[src/rtl/uart_tx_frame.sv]
// UART transmit framer: start bit, 5-8 data bits LSB first, optional even parity,
// one or two stop bits; bit period comes from the clock divisor shared with the receiver.
module uart_tx_frame (
   input  logic        clk_i,
   input  logic        rst_i,
   input  logic        TXen,
   input  logic [12:0] cd,
   input  logic [3:0]  number_data_transmit,
   input  logic        parity_bit_mode,
   input  logic        stop_bit_twice,
   input  logic [7:0]  tx_data,
   input  logic        tx_valid,
   output logic        tx_ready,
   output logic        UART_TXD,
   output logic        busy,
   output logic        done_flag
);

   typedef enum logic [2:0] {
      ST_IDLE,
      ST_START,
      ST_DATA,
      ST_PARITY,
      ST_STOP
   } state_e;

   // Index of the last data bit; unsupported lengths fall back to 5 bits.
   function automatic logic [2:0] last_index(input logic [3:0] n);
      case (n)
         4'd6:    last_index = 3'd5;
         4'd7:    last_index = 3'd6;
         4'd8:    last_index = 3'd7;
         default: last_index = 3'd4;
      endcase
   endfunction

   // Frame control state (reset)
   state_e      state_q, state_d;
   logic        txd_q, txd_d;
   logic        done_q, done_d;
   logic [12:0] baud_q, baud_d;
   logic [2:0]  bit_idx_q, bit_idx_d;
   logic        stop2_q, stop2_d;

   // Per-frame configuration snapshot (captured on accept)
   logic [7:0]  data_q, data_d;
   logic [2:0]  last_idx_q, last_idx_d;
   logic [12:0] period_m1_q, period_m1_d;
   logic        par_en_q, par_en_d;
   logic        two_stop_q, two_stop_d;

   logic        accept;
   logic        bit_end;
   logic [12:0] baud_dec;
   logic [2:0]  next_idx;
   logic [2:0]  new_last;
   logic [12:0] new_period_m1;

   assign tx_ready  = (state_q == ST_IDLE) && TXen && !rst_i;
   assign accept    = tx_valid && tx_ready;
   assign busy      = (state_q != ST_IDLE);
   assign UART_TXD  = txd_q;
   assign done_flag = done_q;

   // The counter holds cycles remaining minus one, so P-1 never exceeds 8190.
   assign bit_end       = (baud_q == 13'd0);
   assign baud_dec      = baud_q - 13'd1;
   assign next_idx      = bit_idx_q + 3'd1;
   assign new_last      = last_index(number_data_transmit);
   assign new_period_m1 = (cd > 13'd1) ? (cd - 13'd1) : 13'd0;

   always_comb begin
      // NOTE: every signal written here gets a default first; a path that leaves one unassigned infers a latch.
      state_d     = state_q;
      txd_d       = txd_q;
      done_d      = 1'b0;
      baud_d      = baud_q;
      bit_idx_d   = bit_idx_q;
      stop2_d     = stop2_q;
      data_d      = data_q;
      last_idx_d  = last_idx_q;
      period_m1_d = period_m1_q;
      par_en_d    = par_en_q;
      two_stop_d  = two_stop_q;

      if (state_q != ST_IDLE) begin
         baud_d = bit_end ? period_m1_q : baud_dec;
      end

      case (state_q)
         ST_IDLE: begin
            txd_d = 1'b1;
            if (accept) begin
               data_d      = tx_data & (8'hFF >> (3'd7 - new_last));
               last_idx_d  = new_last;
               period_m1_d = new_period_m1;
               par_en_d    = parity_bit_mode;
               two_stop_d  = stop_bit_twice;
               baud_d      = new_period_m1;
               txd_d       = 1'b0;
               state_d     = ST_START;
            end
         end

         ST_START: begin
            if (bit_end) begin
               bit_idx_d = 3'd0;
               txd_d     = data_q[0];
               state_d   = ST_DATA;
            end
         end

         ST_DATA: begin
            if (bit_end) begin
               if (bit_idx_q != last_idx_q) begin
                  bit_idx_d = next_idx;
                  txd_d     = data_q[next_idx];
               end else if (par_en_q) begin
                  txd_d   = ^data_q;
                  state_d = ST_PARITY;
               end else begin
                  txd_d   = 1'b1;
                  stop2_d = 1'b0;
                  state_d = ST_STOP;
               end
            end
         end

         ST_PARITY: begin
            if (bit_end) begin
               txd_d   = 1'b1;
               stop2_d = 1'b0;
               state_d = ST_STOP;
            end
         end

         ST_STOP: begin
            txd_d = 1'b1;
            if (bit_end) begin
               if (two_stop_q && !stop2_q) begin
                  stop2_d = 1'b1;
               end else begin
                  done_d  = 1'b1;
                  state_d = ST_IDLE;
               end
            end
         end

         default: begin
            txd_d   = 1'b1;
            state_d = ST_IDLE;
         end
      endcase
   end

   // NOTE: sequential state uses non-blocking assignments so every flop samples pre-edge values.
   always_ff @(posedge clk_i) begin
      if (rst_i) begin
         state_q   <= ST_IDLE;
         txd_q     <= 1'b1;
         done_q    <= 1'b0;
         baud_q    <= 13'd0;
         bit_idx_q <= 3'd0;
         stop2_q   <= 1'b0;
      end else begin
         state_q   <= state_d;
         txd_q     <= txd_d;
         done_q    <= done_d;
         baud_q    <= baud_d;
         bit_idx_q <= bit_idx_d;
         stop2_q   <= stop2_d;
      end
   end

   // NOTE: the configuration snapshot has no reset; it is always written on accept before anything reads it.
   always_ff @(posedge clk_i) begin
      data_q      <= data_d;
      last_idx_q  <= last_idx_d;
      period_m1_q <= period_m1_d;
      par_en_q    <= par_en_d;
      two_stop_q  <= two_stop_d;
   end

endmodule

[config.mk]
export PLATFORM = sky130hd
export DESIGN_NAME = uart_tx_frame
export DESIGN_NICKNAME = d
export VERILOG_FILES = /design/src/rtl/uart_tx_frame.sv
export SDC_FILE = /design/constraint.sdc
export NUM_CORES = 1
export LEC_CHECK = 0
export ABC_AREA = 1
export CAP_MARGIN = 30
export CORE_MARGIN = 3
export CORE_UTILIZATION = 40
export CTS_CLUSTER_SIZE = 12
export DETAILED_ROUTE_END_ITERATION = 7
export PLACE_DENSITY = 0.7
export SYNTH_ARGS = -nofsm -noshare
export SYNTH_HDL_FRONTEND = slang
export SYNTH_SLANG_ARGS = --single-unit
[constraint.sdc]
create_clock -name clk_i -period 4.9 [get_ports clk_i]
set_input_delay 0.735 -clock clk_i [delete_from_list [all_inputs] [get_ports clk_i]]
set_output_delay 0.735 -clock clk_i [all_outputs]
set_load 0.005 [all_outputs]
==> impl_metrics.toml, run 1 <==
[clocking]
clk-insertion-delay-late_ns = 0.29
h-tree-depth = 2
cts_buffer_depth = 2
holdBufCountCts = 0
cts_tree = "built"
clkSinkCount = 47
cts_resized = 0
cts_buffers = 5
cts.clk_slew.worst_paths_ns = 0.08
cts.root.buffer_cell = "clkbuf_8"
post-cts-setup-buffers = 0

[synthesis]
avg_synthesized_cell_area_um2 = 6.83
synthesized_instance_count = 465
yosys_cell_types = 34
postSynthRegisterBits = 47
mappedNetlistArea_um2 = 3180
netlist_top_cells_count = "nand2_1 (137), nor2_1 (80), inv_1 (58), nand3_1 (30), edfxtp_1 (25)"
postSynthNetCount = 501
synth_most_common_cell = "nand2_1"
synth-seq-area-share_pct = 37.5
ys_top_cells_by_area = "edfxtp_1 (24%), nand2_1 (16%), dfxtp_1 (14%)"
synth_edf_count = 25
synth-main-ff-cell = "edfxtp_1"
synth_top_area_share_pct = 23.6
share_of_flip_flops_with_an_asynchronous_set_or_reset_pct = 0
synth.yosys.warnings = 0
synth_top_area_cell = "edfxtp_1"

[route]
routed_via_density = 4.72
drc_violation_total_after_the_first_tritonroute_iteration = 75
route.detailed.drc = 0
drt.antenna.violating_nets = 0
detail_route.wirelength_um = 6700
drt-pass1-iter-count = 4
post_drt_wl_per_cell_um = 11.1
route.vias.total = 2840

[power]
ir_worst_vdd_v = 0.000171
design_power_total_uw = 1660
p_per_area_nw_per_um2 = 441
p_leak_uw = 0.00170

[floorplanning]
die_x_um = 95.1
count_of_boundary_i_o_pins = 35
initial_core_util_pct = 42.4
rows = 31
total_die_area_um2 = 9040
die-height_um = 95.1
core_area_um2 = 7490

[sta]
accumulated_negative_setup_slack_ns = 0
relSlewSlack_pct = 36.2
max_freq_mhz = 304
timing_hold_violations_final = 0
total_of_endpoints_with_negative_setup_slack_in_the_final_report = 0
setup_repair_after_global_routing_missed_its_margin = "no"
timing.final.crit_share_pct = 67.2
tightest_slew_ns = 0.953
final.setup_skew_ns = 0.00778
finalMaxSlewViolations = 0
fin_crit_ns = 3.29

[critical_path]
critPathLaunchType = "input port"
r2r_cells = 11
worstReg2RegEnd = "stop2_q"
critPathArrivalTime_ns = 2.56
endpoint_kind = "output port"
worstSetupStartpoint = "rst_i"
timing.setup.critical_path_class = "input port to output port"
worst-r2r-setup-slack_ns = 2.57
crit_fanout = 16
worst_endpoint_required_time_ns = 4.16
worst_r2r_startpoint = "baud_q[0]"

[status]
status = "finished, final reports clean"

[grt]
gr_overflow_total = 0
grt_util_all_layers_pct = 16.2
grt_pass1_wl_um = 11700
grt_pass1_vias = 2823
initial_antenna_violation_count = 0
largest_net_degree_at_the_start_of_global_routing = 34

[hold_path]
holdCritPathClass = "flip-flop to flip-flop"
min_delay_startpoint = "stop2_q"
whs_path_cells = 2
holdPathEnd = "stop2_q"

[layout]
layout.nets = 538
antenna-diode-count = 0
layout-area-overhead-vs-synth_pct = 18.2
drive_above_1_share_pct = 8.55
utilization_pct = 50.1
finalInstanceArea_um2 = 3750
nFillCells = 734
final_instance_count_excl_fillers = 602

[place]
place.detailed.instances = 594
place.gp.congestion = 0.902
portBuffers = 34
dpl_cell_area_um2 = 3620
hpwlAfterDp_um = 5230

[run]
drv_cap = 0
## sequential cells by signal, indices dropped and copies added, names as in the netlist
register     flops
bit_idx_q        3
UART_TXD         1
stop2_q          1
state_q          3
par_en_q         1
data_q           8
last_idx_q       2
done_flag        1
period_m1_q     13
two_stop_q       1
baud_q          13
## stage by stage
stage	hold slack (ns)	setup WS, ns
final	0.500	1.61
after global routing	0.514	1.50
after CTS	0.501	1.64
after detailed placement	0.489	1.64
after global placement	0.474	1.62
after floorplan	0.455	2.68
## logic make-up after synthesis
kind of cell             after synthesis  share of synthesized area (%)
flip-flops                            47                           37.5
AO/OA/AOI/OAI                         42                           7.76
adder cells (fa/ha/maj)                5                           1.97
AND/OR/NAND/NOR                      284                           39.9
XOR/XNOR                              15                           4.14
buffers and inverters                 72                           8.75
## worst max-delay path: stages
cell and delay (ns):
clkdlybuf4s50_1 0.76, inv_2 0.36, nand2_1 0.08, nor2_1 0.11, clkdlybuf4s50_1 0.51
## layout make-up
| class | count | area (um^2) | share of cell area (%) |
|---|---|---|---|
| clock buffers | 6 | 72.6 | 1.93 |
| clock inverters | 2 | 60.1 | 1.60 |
| inverters | 67 | 251 | 6.70 |
| multi-input cells | 346 | 1710 | 45.5 |
| flip-flops and latches | 47 | 1190 | 31.7 |
| well taps | 99 | 124 | 3.30 |
| repair buffers | 35 | 348 | 9.27 |
## worst max path at each step
| stage | endpoint | slack [ns] | depth (start not counted) |
|---|---|---|---|
| floorplan | data_q[0] | 2.68 | 4 |
| global placement | tx_ready | 1.62 | 5 |
| detailed placement | tx_ready | 1.64 | 5 |
| CTS | tx_ready | 1.64 | 5 |
| global route | tx_ready | 1.50 | 5 |
| finish | tx_ready | 1.61 | 5 |
## per-layer routing
| layer | up-vias | share of wire [%] | GRT usage, % |
|---|---|---|---|
| li1 | 1535 | - | - |
| met1 | 1253 | 45 | 18.7 |
| met2 | 45 | 50 | 29.8 |
| met3 | 7 | 3.6 | 2.68 |
| met4 | 0 | 1.0 | 5.65 |
| met5 | - | 0 | 0 |
## report_power, final
| part | internal (uW) | leakage (uW) | switching (uW) | total (uW) |
|---|---|---|---|---|
| clock network | 204 | 0.0000654 | 130 | 334 |
| logic | 292 | 0.00123 | 482 | 775 |
| registers | 485 | 0.000410 | 61.3 | 546 |
| total | 981 | 0.00170 | 674 | 1660 |
## layout by cell type (no fill, tap or decap), types with 6 or more instances in the layout
cell type / n
nand4_1: 6
xor2_1: 12
nand2_1: 137
inv_2: 8
edfxtp_1: 25
a21oi_1: 22
clkdlybuf4s50_1: 34
nand3_1: 30
inv_1: 58
dfxtp_1: 22
o21ai_0: 7
nor2_1: 80
No activity file was read; power rests on OpenSTA's default activity.
==> run 2: changes to the inputs <==
--- a/config.mk
+++ b/config.mk
@@ -11,7 +11,7 @@
 export CORE_UTILIZATION = 40
 export CTS_CLUSTER_SIZE = 12
 export DETAILED_ROUTE_END_ITERATION = 7
-export PLACE_DENSITY = 0.7
+export PLACE_DENSITY = 0.72
 export SYNTH_ARGS = -nofsm -noshare
 export SYNTH_HDL_FRONTEND = slang
 export SYNTH_SLANG_ARGS = --single-unit
==> constraint.sdc (replaced) <==
create_clock -name clk_i -period 3 [get_ports clk_i]
set_input_delay 0.45 -clock clk_i [delete_from_list [all_inputs] [get_ports clk_i]]
set_output_delay 0.45 -clock clk_i [all_outputs]
set_load 0.005 [all_outputs]
==> impl_metrics.toml, run 2 (synthesis gave the netlist of run 1 again) <==
[run]
drv_cap = 0

[floorplanning]
die_x_um = 95.1
core_area_um2 = 7490
die-height_um = 95.1
total_die_area_um2 = 9040
rows = 31
count_of_boundary_i_o_pins = 35
initial_core_util_pct = 42.4

[power]
ir_worst_vdd_v = 0.000242
p_per_area_nw_per_um2 = 678
p_leak_uw = 0.00169

[layout]
antenna-diode-count = 0
commonest_non_fill_non_tap_cell_in_the_layout = "nand2_1"
layout-area-overhead-vs-synth_pct = 17.0
layout.nets = 540
layout_common_cells = "nand2_1 (137), nor2_1 (80), inv_1 (58)"
reg_top3 = "baud_q: 13 flops, period_m1_q: 13 flops, data_q: 8 flops"
drive_above_1_share_pct = 8.51

[clocking]
cts.root.buffer_cell = "clkbuf_8"
cts_resized = 0
h-tree-depth = 2
holdBufCountCts = 0
cts_tree = "built"
post-cts-setup-buffers = 0
cts.clk_slew.worst_paths_ns = 0.09
cts_buffers = 5
cts_buffer_depth = 2
clkSinkCount = 47
clk-insertion-delay-late_ns = 0.29

[critical_path]
crit_fanout = 15
crit_slowest_cell = "clkdlybuf4s50_1"
cp_num_buf_inv = 3
critical-path-top-delay-family = "buffers and inverters"
endpoint_kind = "output port"
slowest_delay_ns = 0.50
timing.setup.critical_path_class = "flip-flop to output port"
critPathLaunchType = "flip-flop"
critPathArrivalTime_ns = 1.81
path_cells = "inv_1 > nand2_4 > nor2_8 > inv_2 > nor2_1 > clkdlybuf4s50_1"
worst_endpoint_required_time_ns = 2.55

[grt]
gr_overflow_total = 0
grt_pass1_vias = 2702
grt_util_all_layers_pct = 16.1
largest_net_degree_at_the_start_of_global_routing = 33
initial_antenna_violation_count = 0
grt_pass1_wl_um = 11600

[hold_path]
holdCritPathClass = "flip-flop to flip-flop"

[route]
post_drt_wl_per_cell_um = 11.2
detail_route.wirelength_um = 6780
drc_violation_total_after_the_first_tritonroute_iteration = 98
drt-pass1-iter-count = 4
route.vias.total = 2875
drt.antenna.violating_nets = 0
route.detailed.drc = 0
routed_via_density = 4.76

[sta]
final_critical_path_setup_slack_ns = 0.744
setup_repair_after_global_routing_missed_its_margin = "no"
accumulated_negative_setup_slack_ns = 0
fin_crit_ns = 2.26
timing_hold_violations_final = 0
final.setup_skew_ns = 0.00617
finalMaxSlewViolations = 0
max_freq_mhz = 443
relSlewSlack_pct = 70.3
tightest_slew_ns = 0.445
total_of_endpoints_with_negative_setup_slack_in_the_final_report = 0
timing.final.crit_share_pct = 75.2

[place]
hpwlAfterDp_um = 5320
place.gp.congestion = 0.875
post-place-ws_ns = 0.735
portBuffers = 34

[status]
status = "finished, final reports clean"
-- run 2: cell count changes in the layout (fill, tap and decap cells not counted) --
cell,delta
buf_4,+2
bufinv_16,-2
clkinv_1,+2
-- run 2: cell type report --
type	instances	area, um^2
Fill cell	728	3770
Multi-Input combinational cell	346	1710
Sequential cell	47	1190
Timing Repair Buffer	37	363
Inverter	67	251
Tap cell	99	124
Clock buffer	6	72.6
Clock inverter	2	7.51
-- run 2: worst register-to-register path, stage by stage (launching register included) --
cell,delay [ns]
dfxtp_1,0.32
inv_1,0.13
ha_1,0.19
inv_1,0.07
nor2_1,0.08
nand3_1,0.08
nor2_1,0.38
buf_4,0.25
nand2_1,0.06
nand3_1,0.06
nand2_1,0.08
a21oi_1,0.12
-- run 2: path summary, 6_finish.rpt --
check / startpoint / to / slack (ns) / cells after the start
max reg2reg: baud_q[0] / baud_q[4] / 1.13 / 11
min: stop2_q / stop2_q / 0.50 / 2
min reg2reg: stop2_q / stop2_q / 0.50 / 2
max: state_q[1] / tx_ready / 0.74 / 6
-- run 2: power by group --
| group | total (uW) | switching, uW | internal [uW] | leakage [uW] |
|---|---|---|---|---|
| sequential | 894 | 101 | 792 | 0.000410 |
| combinational | 1270 | 784 | 483 | 0.00124 |
| clock | 361 | 201 | 159 | 0.0000403 |
-- run 2: per-stage QoR --
step           utilization, %  total power, uW  std cells  cell area (um^2)  hold WS (ns)
6_report                 49.6             2520        604              3720         0.496
5_1_grt                  49.6             2750        604              3720         0.551
4_1_cts                  49.6             2540        604              3720         0.493
3_5_place_dp             48.6             2170        596              3640         0.481
3_3_place_gp             48.6             2140        596              3640         0.473
2_1_floorplan               -             1880        465              3180         0.455
-- run 2: routing by layer --
layer	wire length [um]	global-route usage, %
met2	3410	29.3
met5	0	0
met3	306	2.45
met4	40	4.57
met1	3020	19.5
==> variant (config.mk and constraints of run 1) <==
The 5 states of `state_e` get a one-hot encoding in 5 bits.
--- a/src/rtl/uart_tx_frame.sv
+++ b/src/rtl/uart_tx_frame.sv
@@ -16,12 +16,12 @@
    output logic        done_flag
 );
 
-   typedef enum logic [2:0] {
-      ST_IDLE,
-      ST_START,
-      ST_DATA,
-      ST_PARITY,
-      ST_STOP
+   typedef enum logic [4:0] {
+      ST_IDLE   = 5'b00001,
+      ST_START  = 5'b00010,
+      ST_DATA   = 5'b00100,
+      ST_PARITY = 5'b01000,
+      ST_STOP   = 5'b10000
    } state_e;
 
    // Index of the last data bit; unsupported lengths fall back to 5 bits.
Behaviour: no difference found for any inputs over 10 cycles, from zero or initial values and one cycle with rst_i high; not proved beyond that.
==> variant against run 1 <==
  * Non-clock buffer count rose by 1
  * Area after synthesis increased by 0.71%
  * Synthesized cell count is 0.22% lower
  * Critical path type unchanged
  * Worst setup slack gained 0.39 ns
  * Largest cell class unchanged
  * Final area shrank 0.90%
  * Sequential cell count up 2
  * Routed wire length is 1.9% higher
  * Sequential power grew 3%
  * Power is 7.6% lower
  * Critical endpoint unchanged
==> variant: results (changes against run 1) <==
| Item | Reported | Unit | vs run 1 |
|:---|:---|:---|:---|
| Pre-CTS setup slack | 1.86 | ns | +0.220 ns |
| Antenna Cells | 0 | - | unchanged |
| Largest fanout on the critical path | 6 | - | -10 |
| TNS Setup | 0 | ns | unchanged |
| Worst ir drop on vdd | 0.172 | mV | +0.71% |
| Sequential-to-total area share from yosys stat | 38.5 | % | +0.99 points |
| Post-CTS resize count | 0 | - | unchanged |
| Outcome | finished, final reports clean | - |  |
| Leading post-synthesis cells by cell area | edfxtp_1 23%, nand2_1 16%, dfxtp_1 15%, nor2_1 7.6%, inv_1 7.2% | - |  |
| Initial antenna violation count | 0 | - | unchanged |
| Placed wire-length estimate after detailed placement | 5110 | um | -2.3% |
| Length in cells of the worst reg-to-reg path | 6 | - | -5 |
| Count of flip-flops with a built-in enable after synthesis | 25 | - | unchanged |
| DR pass1 iterations | 4 | - | unchanged |
| Cell types with the highest counts after synthesis | 135 x nand2_1, 65 x nor2_1, 61 x inv_1, 44 x nand3_1, 25 x edfxtp_1 | - |  |
| FFs w/ async S/R, synth | 0 | % | unchanged |
| Library cell used as clock root buffer | clkbuf_8 | - |  |
| Filler cell count in the final layout | 741 | - | +0.95% |
| Net count of the finished layout | 536 | - | -0.37% |
| Regs by FF count | baud_q: 13 flops, period_m1_q: 13 flops, data_q: 8 flops | - |  |
| Via count of the first global-routing pass | 2751 | - | -2.6% |
| Worst skew pair latency | 0.30 | ns |  |
| Net count after synthesis | 500 | - | -0.20% |
| Leak Pwr | 0.00173 | uW | +1.6% |
| Routed wire length | 6830 | um | +1.9% |
| Final weighted congestion in routability-driven placement | 0.841 | - | -6.7% |
| Clock slew seen by the registers of the worst setup and hold paths | 0.10 | ns | +0.02 ns |
| Number of buffers added by the clock tree synthesis step | 5 | - | unchanged |
| Number of setup buffers added after CTS | 0 | - | unchanged |
| Wire length of the first global-routing pass | 12000 | um | +2.4% |
| Cell depth of the worst min-delay path | 2 | - | unchanged |
| Worst clock skew | 0.00775 | ns | -0.0000371 ns |
| Class of the most critical hold timing path | reg -> reg | - |  |
| Layout cell share with drive strength beyond 1 | 9.78 | % | +1.2 points |
| Dominant register cell in the synthesized netlist | edfxtp_1 | - |  |
| Internal power summed over all cells | 910 | uW | -7.2% |
| Arrival time worst endpoint | 2.17 | ns | -0.39 ns |
| Number of violations reported at the end of detailed-routing iteration 0 | 136 | - | +81% |
| Max clock buf depth | 2 | - | unchanged |
| CTS H-Tree Depth | 2 | - | unchanged |
| Least-Margin Pin Slew | 0.610 | ns | -0.344 ns |
| Count of buffers inserted at the top-level ports | 34 | - | unchanged |
| DR vias | 2904 | - | +2.3% |
| Number of unique standard cell types used by synthesis | 37 | - | +8.8% |
| Global-route total usage across every layer | 16.3 | % | +0.14 points |
| Largest net degree at the start of global routing | 22 | - | -35% |
| Yosys synthesis warning count | 0 | - | unchanged |
variant: power by group through the flow:
stage / Combinational, uW / Clock [uW] / Sequential [uW]
final: 691 / 276 / 562
after global routing: 800 / 301 / 571
after CTS: 692 / 283 / 562
after detailed placement: 685 / 0 / 571
after global placement: 676 / 0 / 569
after floorplan: 559 / 0 / 558
variant: cell type report:
class / count / area, um2 / area share, %
multi-input cells: 341 / 1640 / 44.2
flip-flops and latches: 49 / 1230 / 33.1
repair buffers: 36 / 355 / 9.55
inverters: 67 / 259 / 6.96
well taps: 99 / 124 / 3.33
clock buffers: 7 / 97.6 / 2.62
clock inverters: 1 / 8.76 / 0.235
variant: per-stage QoR:
| stage | cell area (um2) | instances |
|---|---|---|
| final | 3720 | 600 |
| after global routing | 3720 | 600 |
| after CTS | 3720 | 600 |
| after detailed placement | 3610 | 592 |
| after global placement | 3610 | 592 |
| after floorplan | 3200 | 464 |
variant: metal layers:
metal,up-vias,wire (um),part of all wire (%),global-route usage [%]
met1,1268,3350,49,22.8
met5,-,0,0,0
met2,89,2970,43,25.2
li1,1541,-,-,-
met4,0,80,1.2,6.04
met3,6,435,6.4,2.92
variant: path summary, 6_finish.rpt:
path                              startpoint              to  slack [ns]
worst min-delay path            bit_idx_q[2]    bit_idx_q[2]        0.51
worst max-delay path                   rst_i        tx_ready        2.00
worst max register to register    state_q[2]  period_m1_q[1]        2.45
worst min register to register  bit_idx_q[2]    bit_idx_q[2]        0.51
variant: critical path, stage by stage:
cell	delay (ns)
clkdlybuf4s50_1	0.55
inv_1	0.13
nand2_1	0.08
nor2_1	0.13
clkdlybuf4s50_1	0.53
variant: kinds of logic after synthesis:
| group | share of synthesized area (%) |
|---|---|
| AOI/OAI and AO/OA | 7.79 |
| xor gates and xnor gates | 2.46 |
| adders and majority gates | 1.96 |
| buffers and inverters | 10.1 |
| DFF | 38.5 |
| and+or+nand+nor | 39.2 |
